--- src/rtl/vjtag_reg_ctrl.sv ---
// vjtag_reg_ctrl: sequences virtual JTAG DR scans and turns completed scans
// into single-beat register-bus transactions (address load, write, read).
// Optional feature macro: VJTAG_AUTOINC_EN -- when defined, reg_addr advances
// by one after every acknowledged write or read.
module vjtag_reg_ctrl #(
    parameter int          AW      = 8,
    parameter int          DW      = 32,
    parameter logic [31:0] IDCODE  = 32'h1A5C_0001,
    parameter int          TIMEOUT = 255
) (
    input  logic          tck,
    input  logic          rst,
    input  logic          tdi,
    output logic          tdo,
    input  logic [3:0]    ir_in,
    output logic [3:0]    ir_out,
    input  logic          virtual_state_cdr,
    input  logic          virtual_state_sdr,
    input  logic          virtual_state_e1dr,
    input  logic          virtual_state_pdr,
    input  logic          virtual_state_e2dr,
    input  logic          virtual_state_udr,
    input  logic          virtual_state_cir,
    input  logic          virtual_state_uir,
    output logic [AW-1:0] reg_addr,
    output logic [DW-1:0] reg_wdata,
    output logic          reg_wr,
    output logic          reg_rd,
    input  logic [DW-1:0] reg_rdata,
    input  logic          reg_ack
);

    localparam logic [3:0]  IR_IDCODE = 4'h1;
    localparam logic [3:0]  IR_ADDR   = 4'h2;
    localparam logic [3:0]  IR_WRITE  = 4'h3;
    localparam logic [3:0]  IR_READ   = 4'h4;
    localparam logic [3:0]  IR_STATUS = 4'h5;

    localparam logic [5:0]  LEN_AW    = 6'(AW);
    localparam logic [5:0]  LEN_DW    = 6'(DW);
    localparam logic [15:0] TMO_LAST  = 16'(TIMEOUT - 1);

    typedef enum logic [1:0] {
        ST_IDLE    = 2'd0,
        ST_WAIT_WR = 2'd1,
        ST_WAIT_RD = 2'd2
    } state_t;

    state_t      state;
    state_t      next_state;
    logic [15:0] tmo_cnt;
    logic [15:0] tmo_next;

    logic [31:0] shift_reg;
    logic [31:0] shift_next;
    logic [31:0] capture_val;
    logic [5:0]  bit_cnt;
    logic [5:0]  dr_len;
    logic [4:0]  dr_msb;
    logic        clear_pending;

    logic [DW-1:0] rd_hold;
    logic          timeout_err;
    logic          short_err;
    logic          late_err;
    logic          busy;

    logic dr_hold;
    logic shift_en;
    logic scan_short;
    logic bus_scan;
    logic req_wr;
    logic req_rd;
    logic addr_load;
    logic start_wr;
    logic start_rd;
    logic late_req;
    logic bus_done;
    logic bus_abort;

    assign busy   = (state != ST_IDLE);
    assign ir_out = {timeout_err, short_err, late_err, busy};

    // Select the DR length and capture value for the current instruction
    always_comb begin
        dr_len      = 6'd1;
        capture_val = 32'd0;
        case (ir_in)
            IR_IDCODE: begin
                dr_len      = 6'd32;
                capture_val = IDCODE;
            end
            IR_ADDR: begin
                dr_len      = LEN_AW;
                capture_val = 32'(reg_addr);
            end
            IR_WRITE: begin
                dr_len      = LEN_DW;
                capture_val = 32'd0;
            end
            IR_READ: begin
                dr_len      = LEN_DW;
                capture_val = 32'(rd_hold);
            end
            IR_STATUS: begin
                dr_len      = 6'd4;
                capture_val = {28'd0, ir_out};
            end
            default: begin
                dr_len      = 6'd1;
                capture_val = 32'd0;
            end
        endcase
    end

    // Right shift with tdi entering at the top bit of the selected DR length
    always_comb begin
        dr_msb                = 5'(dr_len - 6'd1);
        shift_next            = {1'b0, shift_reg[31:1]};
        shift_next[dr_msb]    = tdi;
        dr_hold               = virtual_state_e1dr | virtual_state_pdr | virtual_state_e2dr;
        shift_en              = virtual_state_sdr & ~dr_hold;
        scan_short            = (bit_cnt < dr_len);
        bus_scan              = (ir_in == IR_ADDR) || (ir_in == IR_WRITE) || (ir_in == IR_READ);
        req_wr                = virtual_state_udr && (ir_in == IR_WRITE) && !scan_short;
        req_rd                = (virtual_state_udr && (ir_in == IR_READ) && !scan_short) ||
                                (virtual_state_uir && (ir_in == IR_READ));
        addr_load             = virtual_state_udr && (ir_in == IR_ADDR) && !scan_short && !busy;
        late_req              = busy && (req_wr || req_rd ||
                                (virtual_state_udr && (ir_in == IR_ADDR) && !scan_short));
    end

    // Bus FSM next-state: launch requests from IDLE, wait for ack or timeout
    always_comb begin
        next_state = state;
        tmo_next   = tmo_cnt;
        start_wr   = 1'b0;
        start_rd   = 1'b0;
        bus_done   = 1'b0;
        bus_abort  = 1'b0;
        case (state)
            ST_IDLE: begin
                tmo_next = 16'd0;
                if (req_wr) begin
                    start_wr   = 1'b1;
                    next_state = ST_WAIT_WR;
                end else if (req_rd) begin
                    start_rd   = 1'b1;
                    next_state = ST_WAIT_RD;
                end
            end
            ST_WAIT_WR, ST_WAIT_RD: begin
                if (reg_ack) begin
                    bus_done   = 1'b1;
                    next_state = ST_IDLE;
                end else if (tmo_cnt == TMO_LAST) begin
                    bus_abort  = 1'b1;
                    next_state = ST_IDLE;
                end else begin
                    tmo_next = tmo_cnt + 16'd1;
                end
            end
            default: next_state = ST_IDLE;
        endcase
    end

    // FSM state and timeout counter registers
    always_ff @(posedge tck or posedge rst) begin
        if (rst) begin
            state   <= ST_IDLE;
            tmo_cnt <= 16'd0;
        end else begin
            state   <= next_state;
            tmo_cnt <= tmo_next;
        end
    end

    // DR capture/shift datapath, bit counter and STATUS clear request
    always_ff @(posedge tck or posedge rst) begin
        if (rst) begin
            shift_reg     <= 32'd0;
            bit_cnt       <= 6'd0;
            tdo           <= 1'b0;
            clear_pending <= 1'b0;
        end else if (virtual_state_cir) begin
            clear_pending <= 1'b0;
        end else if (virtual_state_cdr) begin
            shift_reg     <= capture_val;
            bit_cnt       <= 6'd0;
            clear_pending <= 1'b0;
        end else if (shift_en) begin
            shift_reg <= shift_next;
            tdo       <= shift_reg[0];
            if (bit_cnt != 6'd63) begin
                bit_cnt <= bit_cnt + 6'd1;
            end
            if ((bit_cnt == 6'd0) && (ir_in == IR_STATUS)) begin
                clear_pending <= tdi;
            end
        end
    end

    // Register-bus outputs and read-data holding register
    always_ff @(posedge tck or posedge rst) begin
        if (rst) begin
            reg_addr  <= '0;
            reg_wdata <= '0;
            reg_wr    <= 1'b0;
            reg_rd    <= 1'b0;
            rd_hold   <= '0;
        end else begin
            if (addr_load) begin
                reg_addr <= shift_reg[AW-1:0];
            end
            if (start_wr) begin
                reg_wdata <= shift_reg[DW-1:0];
                reg_wr    <= 1'b1;
            end
            if (start_rd) begin
                reg_rd <= 1'b1;
            end
            if (bus_done || bus_abort) begin
                reg_wr <= 1'b0;
                reg_rd <= 1'b0;
            end
            if (bus_done && (state == ST_WAIT_RD)) begin
                rd_hold <= reg_rdata;
            end
`ifdef VJTAG_AUTOINC_EN
            if (bus_done) begin
                reg_addr <= reg_addr + AW'(1);
            end
`endif
        end
    end

    // Sticky error flags: cleared by a STATUS update, sets take priority
    always_ff @(posedge tck or posedge rst) begin
        if (rst) begin
            timeout_err <= 1'b0;
            short_err   <= 1'b0;
            late_err    <= 1'b0;
        end else begin
            if (virtual_state_udr && (ir_in == IR_STATUS) && clear_pending) begin
                timeout_err <= 1'b0;
                short_err   <= 1'b0;
                late_err    <= 1'b0;
            end
            if (virtual_state_udr && bus_scan && scan_short) begin
                short_err <= 1'b1;
            end
            if (late_req) begin
                late_err <= 1'b1;
            end
            if (virtual_state_cdr && (ir_in == IR_READ) && (state == ST_WAIT_RD)) begin
                late_err <= 1'b1;
            end
            if (bus_abort) begin
                timeout_err <= 1'b1;
            end
        end
    end

endmodule

--- config.mk ---
export PLATFORM = sky130hd
export DESIGN_NAME = vjtag_reg_ctrl
export DESIGN_NICKNAME = d
export VERILOG_FILES = /design/src/rtl/vjtag_reg_ctrl.sv
export SDC_FILE = /design/constraint.sdc
export NUM_CORES = 1
export LEC_CHECK = 0
export CAP_MARGIN = 20
export CORE_MARGIN = 2
export CORE_UTILIZATION = 56
export DETAILED_ROUTE_END_ITERATION = 16
export GPL_TIMING_DRIVEN = 1
export PLACE_DENSITY_LB_ADDON = 0.1
export SLEW_MARGIN = 40
export SYNTH_ARGS = -nofsm -noshare
export SYNTH_HDL_FRONTEND = slang
export SYNTH_SLANG_ARGS = --single-unit
--- constraint.sdc ---
create_clock -name tck -period 12.9 [get_ports tck]
set_input_delay 1.935 -clock tck [delete_from_list [all_inputs] [get_ports tck]]
set_output_delay 1.935 -clock tck [all_outputs]
set_load 0.02 [all_outputs]
==> metrics.yaml, run 1 <==
run_status:
  outcome: "completed"
detailed_routing:
  wl_per_cell_um: 18.9
  via_count: 4748
  dr.first_iter.drc_count: 314
  routed_wl_um: 15200
  first_pass_iters: 6
  drt-vias-per-instance: 5.91
  drc: 0
  postRouteAntennaNets: 0
global_route:
  grt_pass1_vias: 4720
  grt_first_pass_wirelength_um: 24400
  grt_max_degree: 81
  grt.total_usage_pct: 26.6
  grt_overflow_total: 0
  grt_antenna_before_repair: 0
  use_met2_pct: 41.6
  top_usage_layer: "met2"
  met3_usage_pct: 6.11
  grt_use_met1_pct: 36.2
setup_path:
  path_class: "in -> reg"
  reg2reg_to: "reg_wdata[4]"
  startpoint_type: "input pin"
  critPathSlowestCell: "nor4b_2"
  required_ns: 13.20
  crit_path_frequent_cell: "a211o_1"
  critPathCaptureType: "flop"
  reg2reg_depth: 6
  critPathMaxStageDelay_ns: 0.88
  crit_chain: "clkdlybuf4s50_1, nor4b_2, inv_1, ha_1, a211o_1, a21oi_1, a211o_1, buf_4, mux2_2"
  reg2reg_slack_ns: 10.05
  r2r-start: "bit_cnt[3]"
  arrival_ns: 5.91
  crit_fanout: 19
cts:
  clock_tree.buffer_depth: 2
  root_buffer: "clkbuf_16"
  cts_sinks: 135
  numCtsBuffers: 17
  cts_resized: 0
  cts_tree: "built"
  ctsHoldBuffers: 0
  worstSkewPairLatency_ns: 0.42
  clkTransAtPathRegs_ns: 0.06
  postCtsSetupRepairBufs: 0
  cts_max_level: 4
pwr:
  p_comb_share_pct: 20.8
  power_density_nw_per_um2: 163
  seq_power_share_pct: 43.4
  intPower_w: 0.000915
  clockPowerShare_pct: 35.8
  swShare_pct: 29.0
  power.switching_w: 0.000374
  p_leak_nw: 3.52
  ir_worst_vdd_v: 0.000162
hold_path:
  min_path_cells: 2
  holdCritStartpoint: "reg_wdata[7]"
  hold_path_end: "reg_wdata[7]"
  hold_path.class: "reg -> reg"
timing:
  tightest_slew_ns: 0.848
  period_share_pct: 43.5
  setup_viol: 0
  fin_skew_ns: 0.00538
  rsz0062_at_grt: "no"
  setup_ws_ns: 7.29
  hold_ws_ns: 0.480
  maxSlewHeadroom_pct: 43.3
  fin_crit_ns: 5.61
  setup_tns_ns: 0
  fmax_ghz: 0.178
  maxSlewViolCount: 0
  finalHoldViolCount: 0
synth:
  synth.area.mux_share_pct: 14.3
  syn-mean-instance-area_um2: 11.2
  synth_seq_area_share_pct: 53.5
  synthXorXnorAreaFrac_pct: 1.78
  synthSimpleGateAreaFrac_pct: 12.5
  synth-edff-count: 0
  yosysWarnings: 0
  ys.flop_type: "dfrtp_1"
  ys_async_sr_fraction_pct: 100
  syn_nets: 623
  synth_top_family_by_area: "multiplexers"
  synth_cells: 566
  ys_ff_latch: 135
  synth_compound_area_share_pct: 12.6
  syn_area_um2: 6310
  synth_fa_ha_area_share_pct: 1.78
  synth_cell_type_count: 58
die:
  initial_utilization_pct: 57.7
  row_count: 38
  die-area_um2: 12100
  die_x_um: 110
  core-area_um2: 10900
  fp.dieH_um: 110
  io_pins: 95
cells_and_area:
  final_cell_mix: "dfrtp_1 (135), clkdlybuf4s50_1 (94), mux2_2 (67), nand2_1 (53), o21ai_0 (50)"
  fill_cells: 817
  syn2layout_area_growth_pct: 25.3
  final_common_cell: "dfrtp_1"
  final_cell_area_um2: 7910
  antennaDiodeCount: 0
  layout.nets: 708
  drive_above_1_share_pct: 19.6
place:
  dp_slack_ns: 6.92
  dp_hpwl_um: 9850
  placed_area_um2: 7340
  gp_congestion: 0.860
  io_buffer_count: 94
run:
  cap_violations: 0
stage by stage:
| step | std cells | util (%) | power (W) |
|---|---|---|---|
| global placement | 772 | 67.1 | 0.000818 |
| global route | 804 | 72.3 | 0.00135 |
| detailed placement | 772 | 67.1 | 0.000830 |
| CTS | 804 | 72.3 | 0.00130 |
| finish | 804 | 72.3 | 0.00129 |
| floorplan | 566 | - | 0.000726 |
power groups by stage:
stage          clock network, W  logic [W]  registers [W]
6_report               0.000462   0.000269       0.000559
5_1_grt                0.000491   0.000294       0.000568
4_1_cts                0.000468   0.000271       0.000558
3_5_place_dp                  0   0.000267       0.000563
3_3_place_gp                  0   0.000258       0.000560
2_1_floorplan                 0   0.000166       0.000560
critical path, delay by kind of cell:
kind | cells | cell delay, ns
muxes | 1 | 0.37
and+or+nand+nor | 1 | 0.88
adders and majority gates | 1 | 0.33
AOI/OAI and AO/OA | 3 | 1.16
buffers and inverters | 3 | 1.21
kinds of logic (layout without fill, tap and decap cells):
logic type               after synthesis  after routing
flip-flops                           135            135
multiplexers                          78             78
XOR/XNOR                              12             12
buffers and inverters                 50            148
AO/OA/AOI/OAI                        130            130
adder cells (fa/ha/maj)                9              9
AND/OR/NAND/NOR                      152            152
area by class of cell:
type	count	area [µm²]	share of cell area [%]
repair buffers	100	990	12.5
inverters	16	62.6	0.791
well taps	140	175	2.21
flip-flops and latches	135	3380	42.7
clock inverters	11	98.8	1.25
multi-input cells	381	2740	34.6
clock buffers	21	470	5.95
cells in the mapped netlist, types with 4 or more instances:
master,instances,area [µm²]
nor2_1,22,82.6
o21ai_0,50,250
clkbuf_1,20,75.1
buf_2,7,35.0
ha_1,9,113
dfrtp_1,135,3380
nand2_1,53,199
xor2_1,4,35.0
a31oi_1,4,25.0
inv_1,16,60.1
nand4_1,7,43.8
buf_4,4,30.0
nor3_1,9,45.0
a2bb2oi_1,4,35.0
mux2_4,8,120
xnor2_1,7,61.3
a21oi_1,38,190
a22oi_1,9,67.6
mux2_2,67,754
nand3_1,11,55.1
and3_1,18,113
nand2b_1,6,37.5
worst max path at each step:
| stage | start | endpoint | slack, ns |
|---|---|---|---|
| 2_1_floorplan | rst | bit_cnt[0] | 7.35 |
| 3_3_place_gp | ir_in[0] | reg_wdata[4] | 7.06 |
| 3_5_place_dp | ir_in[0] | reg_wdata[4] | 6.92 |
| 4_1_cts | ir_in[0] | reg_wdata[4] | 7.31 |
| 5_1_grt | ir_in[0] | reg_wdata[4] | 7.13 |
| 6_report | ir_in[0] | reg_wdata[4] | 7.29 |
layer usage:
metal / vias to the layer above / wire [µm]
met5: - / 0
met4: 0 / 280
met3: 28 / 800
met2: 154 / 7360
met1: 2372 / 6750
li1: 2194 / -
No activity file was read; power rests on OpenSTA's default activity.
==> run 2: changes to the inputs <==
--- a/config.mk
+++ b/config.mk
@@ -7,7 +7,7 @@
 export LEC_CHECK = 0
 export CAP_MARGIN = 20
 export CORE_MARGIN = 2
-export CORE_UTILIZATION = 56
+export CORE_UTILIZATION = 49
 export DETAILED_ROUTE_END_ITERATION = 16
 export GPL_TIMING_DRIVEN = 1
 export PLACE_DENSITY_LB_ADDON = 0.1
==> constraint.sdc (replaced) <==
create_clock -name tck -period 4.8 [get_ports tck]
set_input_delay 0.72 -clock tck [delete_from_list [all_inputs] [get_ports tck]]
set_output_delay 0.72 -clock tck [all_outputs]
set_load 0.02 [all_outputs]
==> run 2 against run 1 <==
  * First-iteration DRC count increased by 9.2%
  * Non-clock buffer count unchanged
  * Critical endpoint is now reg_addr[5]
  * Largest power group unchanged
  * Clock power increased to 2.7 times the previous value
==> metrics.yaml, run 2 (synthesized netlist as in run 1, its figures left out) <==
timing:
  rsz0062_at_grt: "no"  # unchanged
  maxSlewViolCount: 0  # unchanged
  setup_viol: 0  # unchanged
  setup_tns_ns: 0  # unchanged
  fin_crit_ns: 3.80
  maxSlewHeadroom_pct: 53.6  # was 43.3%
  finalHoldViolCount: 0  # unchanged
  period_share_pct: 79.2
  fin_skew_ns: 0.0112  # was 0.00538 ns
  tightest_slew_ns: 0.696  # was 0.848 ns
  fmax_ghz: 0.263
cells_and_area:
  final_cell_mix: "dfrtp_1 (135), clkdlybuf4s50_1 (94), mux2_2 (67), nand2_1 (53), o21ai_0 (50)"  # unchanged
  fin_util_pct: 63.2  # was 72.3%
  layout.nets: 708  # unchanged
  antennaDiodeCount: 0  # unchanged
  fin_cells: 836  # was 804
  drive_above_1_share_pct: 19.3  # was 19.6%
  final_common_cell: "dfrtp_1"  # unchanged
  syn2layout_area_growth_pct: 26.3  # was 25.3%
  fill_cells: 1023  # was 817
cts:
  cts_max_level: 4  # unchanged
  cts_tree: "built"  # unchanged
  numCtsBuffers: 17  # unchanged
  root_buffer: "clkbuf_16"  # unchanged
  cts_sinks: 135  # unchanged
  postCtsSetupRepairBufs: 0  # unchanged
  cts_resized: 0  # unchanged
  worstSkewPairLatency_ns: 0.42  # about the same
  clkTransAtPathRegs_ns: 0.06  # about the same
  ctsHoldBuffers: 0  # unchanged
  clock_tree.buffer_depth: 2  # unchanged
place:
  io_buffer_count: 94  # unchanged
  dp_hpwl_um: 9590  # was 9850 µm
  placed_cells: 804  # was 772
  gp_congestion: 0.837  # was 0.860
detailed_routing:
  drt-vias-per-instance: 5.57  # was 5.91
  routed_wl_um: 14700  # was 15200 µm
  wl_per_cell_um: 17.5  # was 18.9 µm
  drc: 0  # unchanged
  postRouteAntennaNets: 0  # unchanged
  via_count: 4653  # was 4748
  first_pass_iters: 4  # was 6
  dr.first_iter.drc_count: 343  # was 314
setup_path:
  path_class: "in -> reg"  # unchanged
  reg2reg_slack_ns: 2.28  # was 10.05 ns
  startpoint_type: "input pin"  # unchanged
  crit_fanout: 14  # was 19
  arrival_ns: 4.11  # was 5.91 ns
  critPathCaptureType: "flop"  # unchanged
  required_ns: 5.10  # was 13.20 ns
die:
  io_pins: 95  # unchanged
  die-area_um2: 13800  # was 12100 µm²
  die_x_um: 118  # was 110 µm
  row_count: 41  # was 38
  core-area_um2: 12600  # was 10900 µm²
  fp.dieH_um: 118  # was 110 µm
  initial_utilization_pct: 50.0  # was 57.7%
pwr:
  power_density_nw_per_um2: 438  # was 163 nW/µm²
  p_leak_nw: 3.52  # about the same
  ir_worst_vdd_v: 0.000233  # was 0.000162 V
global_route:
  grt_first_pass_wirelength_um: 24500  # was 24400 µm
  grt.total_usage_pct: 22.2  # was 26.6%
  grt_pass1_vias: 4794  # was 4720
  grt_max_degree: 81  # unchanged
  grt_antenna_before_repair: 0  # unchanged
  grt_overflow_total: 0  # unchanged
run:
  cap_violations: 0  # unchanged
run_status:
  outcome: "completed"  # unchanged
hold_path:
  hold_path.class: "reg -> reg"  # unchanged
[run 2: layout make-up]
| class | count | area, µm² | area share (%) |
|---|---|---|---|
| inverter | 16 | 62.6 | 0.784 |
| clock inverter | 10 | 120 | 1.51 |
| sequential | 135 | 3380 | 42.4 |
| multi-input combinational | 381 | 2750 | 34.4 |
| timing repair buffer | 100 | 998 | 12.5 |
| clock buffer | 22 | 454 | 5.69 |
| tap | 172 | 215 | 2.70 |
[run 2: worst paths after layout]
path,startpoint,end,cells after the start
min in group asynchronous,rst,reg_wdata[16],2
max in group asynchronous,rst,tmo_cnt[5],3
hold reg to reg,reg_rd,reg_rd,2
hold / removal,reg_rd,reg_rd,2
setup reg to reg,bit_cnt[3],reg_addr[5],6
setup / recovery,ir_in[2],reg_addr[5],10
[run 2: worst max-delay path, cell delays in order]
cell,delay (ns)
clkdlybuf4s50_1,0.74
nor3b_1,0.43
and2_1,0.27
inv_1,0.06
ha_1,0.27
nand4b_1,0.13
or2_2,0.30
o22ai_1,0.24
and3_1,0.59
mux2_4,0.35
[run 2: metrics by stage]
stage | total power [W] | cell area (µm²) | hold WS [ns] | setup WS (ns)
after CTS | 0.00350 | 7970 | 0.483 | 1.03
after global placement | 0.00221 | 7390 | 0.472 | 0.686
after detailed placement | 0.00223 | 7400 | 0.470 | 0.629
after floorplan | 0.00195 | 6310 | 0.464 | 0.469
final | 0.00349 | 7980 | 0.477 | 0.998
after global routing | 0.00366 | 7980 | 0.504 | 0.806
[run 2: layer usage]
metal / wire length, µm / global-route usage (%) / part of all wire (%) / vias to the layer above
li1: - / - / - / 2190
met1: 6780 / 30.0 / 46 / 2300
met2: 6890 / 34.9 / 47 / 141
met3: 702 / 5.52 / 4.8 / 22
met4: 297 / 8.51 / 2.0 / 0
met5: 0 / 0 / 0 / -
[run 2: where the power goes]
group | total, W | internal (W) | switching, W
combinational | 0.000719 | 0.000358 | 0.000362
clock | 0.00127 | 0.000781 | 0.000493
sequential | 0.00150 | 0.00135 | 0.000146
==> run 3: changes to the inputs <==
--- a/config.mk
+++ b/config.mk
@@ -7,7 +7,7 @@
 export LEC_CHECK = 0
 export CAP_MARGIN = 20
 export CORE_MARGIN = 2
-export CORE_UTILIZATION = 49
+export CORE_UTILIZATION = 54
 export DETAILED_ROUTE_END_ITERATION = 16
 export GPL_TIMING_DRIVEN = 1
 export PLACE_DENSITY_LB_ADDON = 0.1
==> constraint.sdc (replaced) <==
create_clock -name tck -period 3.8 [get_ports tck]
set_input_delay 0.57 -clock tck [delete_from_list [all_inputs] [get_ports tck]]
set_output_delay 0.57 -clock tck [all_outputs]
set_load 0.02 [all_outputs]
==> run 3 against run 2 <==
  * Via count is 2.6% higher
  * Highest routed layer unchanged
  * Utilization is 7.2 points higher
  * Critical path depth is 1 higher
  * Cell count is 2.2% lower
==> metrics.yaml, run 3 (synthesized netlist as in run 1, its figures left out) <==
detailed_routing:
  routed_wl_um: 14700  # about the same
  wirelength_met1_um: 6500  # was 6780 µm
  highest_layer: "met4"  # unchanged
  wl_per_cell_um: 17.9  # was 17.5 µm
  drt-vias-per-instance: 5.83  # was 5.57
  wl_met3_um: 777  # was 702 µm
  met2_length_um: 7160  # was 6890 µm
  first_pass_iters: 5  # was 4
  via_count: 4773  # was 4653
  postRouteAntennaNets: 0  # unchanged
  drc: 0  # unchanged
  dr.first_iter.drc_count: 256  # was 343
setup_path:
  reg2reg_slack_ns: 1.46  # was 2.28 ns
  cp_top_family: "simple AND/OR/NAND/NOR gates"  # unchanged
  critPathLaunch: "ir_in[3]"  # was ir_in[2]
  critPathSlowestCell: "clkdlybuf4s50_1"  # unchanged
  reg2reg_depth: 7  # was 6
  critPathMaxStageDelay_ns: 0.63  # was 0.74 ns
  crit_fanout: 11  # was 14
  required_ns: 4.10  # was 5.10 ns
  crit_chain: "clkdlybuf4s50_1, nor3b_1, and2_1, inv_1, ha_1, nand4b_1, or2_2, o22ai_1, and3_1, buf_4, mux2_4"  # was clkdlybuf4s50_1, nor3b_1, and2_1, inv_1, ha_1, nand4b_1, or2_2, o22ai_1, and3_1, mux2_4
  startpoint_type: "input pin"  # unchanged
  reg2reg_to: "tmo_cnt[4]"  # was reg_addr[5]
  r2r-start: "tmo_cnt[0]"  # was bit_cnt[3]
  path_class: "in -> reg"  # unchanged
  arrival_ns: 3.45  # was 4.11 ns
  crit_buf_inv: 3  # was 2
  path_depth: 11  # was 10
  critPathCaptureType: "flop"  # unchanged
cells_and_area:
  fill_cells: 873  # was 1023
  syn2layout_area_growth_pct: 27.3  # was 26.3%
  layout.nets: 719  # was 708
  final_common_cell: "dfrtp_1"  # unchanged
  drive_above_1_share_pct: 21.0  # was 19.3%
  antennaDiodeCount: 0  # unchanged
  final_cell_mix: "dfrtp_1 (135), clkdlybuf4s50_1 (94), mux2_2 (67), nand2_1 (53), o21ai_0 (50)"  # unchanged
  fin_util_pct: 70.4  # was 63.2%
global_route:
  grt_antenna_before_repair: 0  # unchanged
  grt_max_degree: 91  # was 81
  grt_overflow_total: 0  # unchanged
  grt.total_usage_pct: 24.8  # was 22.2%
  grt_pass1_vias: 4906  # was 4794
  grt_first_pass_wirelength_um: 24700  # was 24500 µm
die:
  core-area_um2: 11400  # was 12600 µm²
  initial_utilization_pct: 55.3  # was 50.0%
  die-area_um2: 12600  # was 13800 µm²
  io_pins: 95  # unchanged
  row_count: 39  # was 41
  die_x_um: 112  # was 118 µm
  fp.dieH_um: 112  # was 118 µm
cts:
  cts_tree: "built"  # unchanged
  clkTransAtPathRegs_ns: 0.06  # about the same
  numCtsBuffers: 17  # unchanged
  cts_resized: 0  # unchanged
  cts_max_level: 4  # unchanged
  cts_sinks: 135  # unchanged
  ctsHoldBuffers: 0  # unchanged
  clock_tree.buffer_depth: 2  # unchanged
  root_buffer: "clkbuf_16"  # unchanged
  worstSkewPairLatency_ns: 0.42  # about the same
  postCtsSetupRepairBufs: 0  # unchanged
timing:
  maxSlewViolCount: 0  # unchanged
  finalHoldViolCount: 0  # unchanged
  setup_viol: 0  # unchanged
  fmax_ghz: 0.318
  tightest_slew_ns: 0.696  # about the same
  maxSlewHeadroom_pct: 53.5  # was 53.6%
  rsz0062_at_grt: "no"  # unchanged
  period_share_pct: 82.9
  fin_skew_ns: 0.00856  # was 0.0112 ns
  fin_crit_ns: 3.15
  setup_tns_ns: 0  # unchanged
pwr:
  p_leak_nw: 3.59  # was 3.52 nW
  p_total_w: 0.00441  # was 0.00349 W
  power_density_nw_per_um2: 548  # was 438 nW/µm²
  ir_worst_vdd_v: 0.000489  # was 0.000233 V
run:
  cap_violations: 0  # unchanged
place:
  gp_congestion: 0.890  # was 0.837
  io_buffer_count: 94  # unchanged
  dp_hpwl_um: 10100  # was 9590 µm
hold_path:
  hold_path.class: "in -> async"  # was reg -> reg
run_status:
  outcome: "completed"  # unchanged
[run 3: cell count changes in the layout (fill, tap and decap cells not counted)]
cell / before / now
inv_6: 2 / 4
clkinv_2: 2 / 5
buf_12: 1 / 2
inv_4: 1 / 0
nand3_4: 1 / 0
buf_4: 5 / 15
nand3_2: 0 / 1
clkbuf_1: 4 / 0
inv_2: 1 / 0
inv_1: 14 / 15
[run 3: stage by stage]
| step | setup WS, ns | hold slack, ns | area (µm²) | std cells |
|---|---|---|---|---|
| finish | 0.651 | 0.404 | 8040 | 818 |
| global route | 0.479 | 0.415 | 8040 | 818 |
| CTS | 0.677 | 0.389 | 8040 | 818 |
| detailed placement | 0.244 | 0.488 | 7450 | 786 |
| global placement | 0.437 | 0.472 | 7450 | 786 |
| floorplan | 0.680 | 0.464 | 6320 | 566 |
[run 3: cell type report]
cell class,count,area [µm²],share of cell area (%)
sequential,135,3380,42.0
clock buffer,18,439,5.46
tap,143,179,2.23
inverter,16,63.8,0.794
clock inverter,14,145,1.81
multi-input combinational,381,2740,34.1
timing repair buffer,111,1090,13.6
[run 3: report_power, final]
part           total [W]  leakage [nW]  internal [W]  switching [W]
Sequential       0.00188          1.84       0.00171       0.000168
Clock            0.00161         0.291      0.000986       0.000626
Combinational   0.000921          1.47      0.000459       0.000462
[run 3: per-layer routing]
layer / GRT usage [%] / vias up
met2: 39.0 / 144
met5: 0 / -
met3: 6.32 / 22
met1: 33.9 / 2391
li1: - / 2216
met4: 8.29 / 0
[run 3: worst max-delay path by stage]
stage / endpoint / slack (ns)
6_report: reg_addr[4] / 0.65
5_1_grt: reg_rd / 0.48
4_1_cts: reg_addr[0] / 0.68
3_5_place_dp: reg_addr[5] / 0.24
3_3_place_gp: reg_addr[4] / 0.44
2_1_floorplan: reg_wdata[10] / 0.68
